==> config.mk <==
export PLATFORM = sky130hd
export DESIGN_NAME = slot_reel_ctrl
export DESIGN_NICKNAME = d
export VERILOG_FILES = /design/src/rtl/slot_reel_ctrl.sv
export SDC_FILE = /design/constraint.sdc
export NUM_CORES = 1
export LEC_CHECK = 0
export CAP_MARGIN = 10
export CORE_AREA = 2 2 89 91
export CTS_BUF_LIST = sky130_fd_sc_hd__clkbuf_4 sky130_fd_sc_hd__clkbuf_8
export DETAILED_ROUTE_END_ITERATION = 8
export DIE_AREA = 0 0 91 93
export HOLD_SLACK_MARGIN = 0.06
export PLACE_DENSITY = 0.61
export REMOVE_ABC_BUFFERS = 1
export SLEW_MARGIN = 20
export SYNTH_ARGS = -nofsm -noshare
export SYNTH_HDL_FRONTEND = slang
export SYNTH_SLANG_ARGS = --single-unit
==> constraint.sdc <==
create_clock -name clk -period 3.25 [get_ports clk]
set_input_delay 0.325 -clock clk [delete_from_list [all_inputs] [get_ports clk]]
set_output_delay 0.325 -clock clk [all_outputs]
set_load 0.05 [all_outputs]
==> src/rtl/slot_reel_ctrl.sv <==
`timescale 1ns/1ps
// slot_reel_ctrl: single-reel BCD digit generator.
// While spinning, the digit advances every CLK_DIV cycles. A stop request
// begins a deceleration of SLOW_STEPS advances with stretching periods.
// The reel then settles and pulses done for one cycle.
//
//   state   | meaning
//   --------+-----------------------------------------------------------
//   IDLE    | after reset, digit held, waiting for start
//   SPIN    | full-speed advance every CLK_DIV cycles, waiting for stop
//   SLOW    | decelerating, step n lasts CLK_DIV*(n+2) cycles
//   STOPPED | settled, digit held, start re-launches the reel
module slot_reel_ctrl #(
    parameter int CLK_DIV    = 2_500_000,
    parameter int SLOW_STEPS = 3,
    parameter int INIT_DIGIT = 0
) (
    input  logic       clk,
    input  logic       rst,
    input  logic       start,
    input  logic       stop,
    output logic [3:0] bcd,
    output logic       spinning,
    output logic       done
);

    // The prescaler must hold the longest slow period minus one.
    localparam int PW = $clog2(CLK_DIV * (SLOW_STEPS + 1));
    localparam int SW = (SLOW_STEPS > 1) ? $clog2(SLOW_STEPS) : 1;

    localparam logic [PW-1:0] SPIN_TC  = PW'(CLK_DIV - 1);
    localparam logic [PW-1:0] SLOW_TC0 = PW'(2 * CLK_DIV - 1);
    localparam logic [PW-1:0] TC_STEP  = PW'(CLK_DIV);
    localparam logic [SW-1:0] LAST_IDX = SW'(SLOW_STEPS - 1);
    localparam logic [3:0]    INIT_BCD = 4'(INIT_DIGIT);

    typedef enum logic [1:0] {
        IDLE    = 2'd0,
        SPIN    = 2'd1,
        SLOW    = 2'd2,
        STOPPED = 2'd3
    } state_t;

    state_t        state, state_nxt;
    logic [PW-1:0] presc, presc_nxt;
    // Terminal count of the current slow step; grows by CLK_DIV per step,
    // which avoids a multiplier on the period compare.
    logic [PW-1:0] slow_tc, slow_tc_nxt;
    logic [SW-1:0] slow_idx, slow_idx_nxt;
    logic [3:0]    bcd_nxt;
    logic          spinning_nxt;
    logic          done_nxt;
    logic [3:0]    digit_adv;

    // Decimal wrap of the reel digit.
    always_comb begin
        digit_adv = (bcd == 4'd9) ? 4'd0 : bcd + 4'd1;
    end

    // State and output registers; every output comes straight from a flop.
    always_ff @(posedge clk or posedge rst) begin
        if (rst) begin
            state    <= IDLE;
            presc    <= '0;
            slow_tc  <= SLOW_TC0;
            slow_idx <= '0;
            bcd      <= INIT_BCD;
            spinning <= 1'b0;
            done     <= 1'b0;
        end else begin
            state    <= state_nxt;
            presc    <= presc_nxt;
            slow_tc  <= slow_tc_nxt;
            slow_idx <= slow_idx_nxt;
            bcd      <= bcd_nxt;
            spinning <= spinning_nxt;
            done     <= done_nxt;
        end
    end

    // Next-state, prescaler and digit-advance decisions.
    always_comb begin
        state_nxt    = state;
        presc_nxt    = presc;
        slow_tc_nxt  = slow_tc;
        slow_idx_nxt = slow_idx;
        bcd_nxt      = bcd;
        spinning_nxt = spinning;
        done_nxt     = 1'b0;

        case (state)
            IDLE, STOPPED: begin
                // stop has no meaning while the reel is at rest
                if (start) begin
                    state_nxt    = SPIN;
                    presc_nxt    = '0;
                    spinning_nxt = 1'b1;
                end
            end

            SPIN: begin
                // stop takes priority over a terminal prescaler: no advance
                if (stop) begin
                    state_nxt    = SLOW;
                    presc_nxt    = '0;
                    slow_idx_nxt = '0;
                    slow_tc_nxt  = SLOW_TC0;
                end else if (presc == SPIN_TC) begin
                    bcd_nxt   = digit_adv;
                    presc_nxt = '0;
                end else begin
                    presc_nxt = presc + 1'b1;
                end
            end

            SLOW: begin
                if (presc == slow_tc) begin
                    bcd_nxt   = digit_adv;
                    presc_nxt = '0;
                    if (slow_idx == LAST_IDX) begin
                        state_nxt    = STOPPED;
                        spinning_nxt = 1'b0;
                        done_nxt     = 1'b1;
                    end else begin
                        slow_idx_nxt = slow_idx + 1'b1;
                        slow_tc_nxt  = slow_tc + TC_STEP;
                    end
                end else begin
                    presc_nxt = presc + 1'b1;
                end
            end

            default: begin
                state_nxt    = IDLE;
                spinning_nxt = 1'b0;
            end
        endcase
    end

endmodule

After elaboration in Yosys (flattened, before gate mapping):

Index checks and enable logic that the tools add are counted.

* register bits: 58
* output and inout port bits: 6
* word-level logic and storage cells: 63
* input bits: 4

* reductions and logical operators: 8
* add/subtract/negate cells: 4
* mux-type cells: 30
* equality and inequality tests: 14

Operators by type and width (count)
* $mux W24: 7
* $pmux W24 S3: 1
* $pmux W24 S2: 1
* $add A24 B1 Y24 const B: 1
* $add A24 B22 Y24 const B: 1
* $eq A24 B22 Y1 const B: 1
* $eq A24 B24 Y1: 1
* $mux W4: 4
* $reduce_and A4 Y1: 4
* $mux W2: 7
* $ne A2 B2 Y1 const B: 7
* $pmux W4 S2: 1
* $eq A2 B2 Y1 const B: 3
* $mux W1: 6
* $pmux W2 S3: 1
* $add A4 B1 Y4 const B: 1
* $eq A4 B4 Y1 const B: 1
* $pmux W2 S2: 1
* $reduce_bool A2 Y1: 2
* $add A2 B1 Y2 const B: 1
* $eq A2 B1 Y1 const B: 1
* $logic_not A2 Y1: 1
* $pmux W1 S2: 1
* $reduce_or A2 Y1: 1

Logic depth before layout (Yosys ltp):

* depth after elaboration: 5
* gate-level depth with buffers: 10

Worst setup path before layout:

OpenSTA, ideal clock, no wires.

* path type: register to register
* start: register presc[11]
* end: register bcd[1]
* buffers on the path: 0
* required time: 3.125 ns
* stages on the path, launching flop included: 7
* clock period less this slack: 2.313 ns
* setup slack: 0.937 ns
* arrival time: 2.188 ns
* cell sequence: dfrtp_1 > or4b_1 > or4b_1 > nor4_1 > nor2_1 > nor3b_2 > mux2_2

* longest elaborated chain between the ends: 3

Ends and longest elaborated chain
* from (decl): RTL line 45 `logic [PW-1:0] presc, presc_nxt;`
* from (signal assigned): RTL line 72 `presc <= presc_nxt;`
* $eq A24 B22 Y1 or $eq A24 B24 Y1 (tied branches): RTL line 108, 117
* $ne A2 B2 Y1 (no source line)
* $reduce_and A4 Y1 (no source line) *
* to (signal assigned): RTL line 75 `bcd <= bcd_nxt;`
* to (decl): RTL line 22 `output logic [3:0] bcd,`

Mark *: on every way between the ends. The rest lies on a longest branch, timed or not.
A chain may end at the register's enable or synchronous reset.

Final worst setup path:

* start: register slow_tc[9]
* end: register slow_tc[17]

* longest elaborated chain between the ends: 4

Ends and longest elaborated chain
* from (decl): RTL line 48 `logic [PW-1:0] slow_tc, slow_tc_nxt;`
* from (signal assigned): RTL line 73 `slow_tc <= slow_tc_nxt;`
* $add A24 B22 Y24: RTL line 126 `slow_tc_nxt = slow_tc + TC_STEP;`
* $mux W24: RTL line 120 `if (slow_idx == LAST_IDX) begin`
* $mux W24: RTL line 117 `if (presc == slow_tc) begin`
* $pmux W24 S2: RTL line 91 `case (state)`

Several ways; a longest one is shown, not always the timed one. The select of a mux whose other input is x is not followed.

==> out/qor.csv <==
stage,metric,value,unit
logic_synthesis,synth-adder-area-share,2.29,%
cts,root_buffer,clkbuf_8,
global_route,grt_usage,18.9,%
logic_synthesis,synth_edf_count,0,
pwr,clkPwrFrac,18.6,%
pwr,p_sw_share,43.5,%
critical_path,worst-endpoint-required,3500,ps
sta,period_share,81.4,%
sta,slew_headroom,60.1,%
global_route,gr-total-overflow,0,
cts,cts_tree,built,
route,drt-wirelength-per-cell,16.1,um
route,vias,2703,
pwr,p_comb_share,44.7,%
logic_synthesis,yosysUniqueCellTypes,54,
floorplan,rows,32,
sta,skew,9.52,ps
floorplan,dieArea,8460,um^2
logic_synthesis,yosys_most_used_dff,dfrtp_1,
cts,cts_resized,0,
floorplan,die_h,93,um
placement,globalplace.congestion,0.875,
global_route,grt_max_degree,55,
run_status,status,"finished, final reports clean",
sta,finalSetupTns,0,ps
cts,clk_pin_slew,100,ps
cts,clock_path_buffers,2,
logic_synthesis,async_reset_ff_share,100,%
pwr,ir_drop,0.346,mV
placement,io_buffers,9,
critical_path,start_kind,flop,
global_route,grt_pass1_vias,2564,
logic_synthesis,ys.warnings.count,0,
sta,whs,365,ps
route,met2_length,3610,um
final_layout,area_growth,8.50,%
critical_path,rr_worst_depth,6,
sta,setup_viol,0,
floorplan,dieWidth,91,um
logic_synthesis,yosys.area_share.simple,25.0,%
final_layout,nets,380,
route,wl_met1,3740,um
cts,clock-sinks,54,
route,dr.pass1.iters,4,
logic_synthesis,synth_top_family_by_area,simple AND/OR/NAND/NOR gates,
route,wl_met3,244,um
critical_path,cp.arrival,2890,ps
logic_synthesis,synthXorXnorAreaFrac,8.27,%
global_route,antenna_found_initial,0,
logic_synthesis,synth_area,3280,um^2
final_layout,drive_above_1_share,9.97,%
logic_synthesis,synth-seq-cells,54,
sta,worst_pin_slew,598,ps
sta,finalMaxSlewViolations,0,
cts,post-cts-setup-buffers,0,
placement,dp_hpwl,5400,um
critical_path,setup.worst_path.class,flop to flop,
sta,grt_setup_unrepaired,no,
final_layout,utilization,47.3,%
critical_path,cp_max_fo,24,
floorplan,num_io_pins,10,
floorplan,start_util,43.6,%
logic_synthesis,synth_compound_area_share,16.7,%
floorplan,placeableCoreArea,7530,um^2
route,viasPerCell,5.71,
pwr,cellPowerDensity,604,nW/um^2
logic_synthesis,synth-seq-area-share,41.5,%
route,drt_iter0_drc,138,
cts,cts_buffers,5,
cts,clk_latency,300,ps
sta,hold_viol,0,
cts,holdBufCountCts,0,
route,postRouteAntennaNets,0,
logic_synthesis,syn_avg_cell_area,8.92,um^2
critical_path,end_kind,flop,
pwr,p_leak,1.45,nW
route,highest_layer,met4,
pwr,switchingPower,936,uW
pwr,internal-power,1.22,mW
global_route,grt_pass1_wl,13000,um
sta,fmax,0.378,GHz
pwr,p_seq_share,36.7,%
flow_run,maxCapViolCount,0,
sta,post-route-min-period,2650,ps
final_layout,num_antenna_cells,0,
final_layout,fill_cells,769,
logic_synthesis,synth.area.mux_share,1.56,%
route,totalWireLength,7620,um
route,drc,0,
min_path,worstHoldPathType,input port to async pin,
logic_synthesis,synth_cells,368,
pwr,finalPower,2.15,mW
cts,h-tree-depth,2,
## area by class of cell
| type | instances | area [um^2] | area share (%) |
|---|---|---|---|
| Timing Repair Buffer | 17 | 163 | 4.57 |
| Tap cell | 102 | 128 | 3.58 |
| Clock inverter | 1 | 5.00 | 0.140 |
| Sequential cell | 54 | 1360 | 38.3 |
| Inverter | 13 | 48.8 | 1.37 |
| Clock buffer | 7 | 90.1 | 2.53 |
| Multi-Input combinational cell | 279 | 1770 | 49.6 |
## path summary, 6_finish.rpt
| check | slack [ps] | startpoint | endpoint |
|---|---|---|---|
| max | 600 | slow_tc[9] | slow_tc[17] |
| min | 360 | rst | presc[0] |
| max reg2reg | 600 | slow_tc[9] | slow_tc[17] |
| min reg2reg | 510 | slow_idx[0] | slow_idx[0] |
| max in group asynchronous | 2580 | rst | slow_tc[22] |
| min in group clk | 510 | slow_idx[0] | slow_idx[0] |
## cells in the mapped netlist (all sizes together), types with 3 or more instances
cell / instances / share of area (%)
nand2: 45 / 5.1
buf: 9 / 1.8
or3: 7 / 1.3
o211ai: 6 / 1.5
a21oi: 20 / 3.0
dfrtp: 45 / 34
nand4: 17 / 3.2
or4: 4 / 0.91
nand2b: 6 / 1.1
a22o: 5 / 1.3
nor3: 10 / 1.7
dfstp: 9 / 7.2
a31oi: 19 / 3.6
inv: 13 / 1.5
mux2i: 4 / 1.2
xnor2: 25 / 6.7
nand3: 18 / 3.0
o21ai: 17 / 2.6
xor2: 6 / 1.6
clkbuf: 13 / 1.5
ha: 6 / 2.3
and3: 8 / 1.5
nor2: 20 / 2.3
o31ai: 3 / 0.69
## routing by layer
layer  track usage, %  vias to the layer above
li1                 -                     1332
met1             27.2                     1320
met2             30.6                       47
met3             2.66                        4
met4             3.54                        0
met5                0                        -
## per-stage QoR
stage	area [um^2]	std cells	setup slack [ps]
CTS	3560	473	598
detailed placement	3470	465	628
global placement	3470	465	676
floorplan	3180	346	527
global route	3560	473	347
finish	3560	473	604
## cell usage in the layout (no fill, tap or decap), types with 5 or more instances in the layout
cell             netlist  routed
a21oi_1               20      20
a22o_1                 5       5
a31oi_1               19      19
and3_1                 8       8
buf_4                  0       7
clkbuf_8               0       6
clkdlybuf4s50_1        0       9
dfrtp_1               45      45
dfstp_2                9       9
ha_1                   6       6
inv_1                 13      12
nand2_1               45      45
nand2b_1               6       6
nand3_1               16      16
nand4_1               17      17
nor2_1                20      20
nor3_1                 9       9
o211ai_1               5       5
o21ai_0               16      16
or3_1                  7       7
xnor2_1               25      25
xor2_1                 6       6
## cells by family (layout without fill, tap and decap cells)
| logic type | count (synthesis) | after routing |
|---|---|---|
| flip-flops | 54 | 54 |
| buffers and inverters | 35 | 38 |
| AO/OA/AOI/OAI | 85 | 85 |
| AND/OR/NAND/NOR | 152 | 152 |
| multiplexers | 5 | 5 |
| XOR/XNOR | 31 | 31 |
| adder cells (fa/ha/maj) | 6 | 6 |
## flip-flops by register name (all words and copies together), names as in the netlist
name      count
state         2
presc        24
bcd           4
spinning      1
slow_idx      2
done          1
slow_tc      20
## worst max-delay path: stages (launching register included)
cell	delay [ps]
dfstp_2	600
xnor2_1	140
nand4_1	190
nor4_4	530
nand3_2	470
or4_1	590
nand2_1	70
## power groups by stage
stage / registers [mW] / clock network (mW) / logic [mW]
after floorplan: 0.876 / 0 / 0.567
after global placement: 0.800 / 0 / 0.946
after detailed placement: 0.800 / 0 / 0.969
after CTS: 0.788 / 0.412 / 0.972
after global routing: 0.799 / 0.439 / 1.08
final: 0.789 / 0.400 / 0.963
No activity file was read; power rests on OpenSTA's default activity.
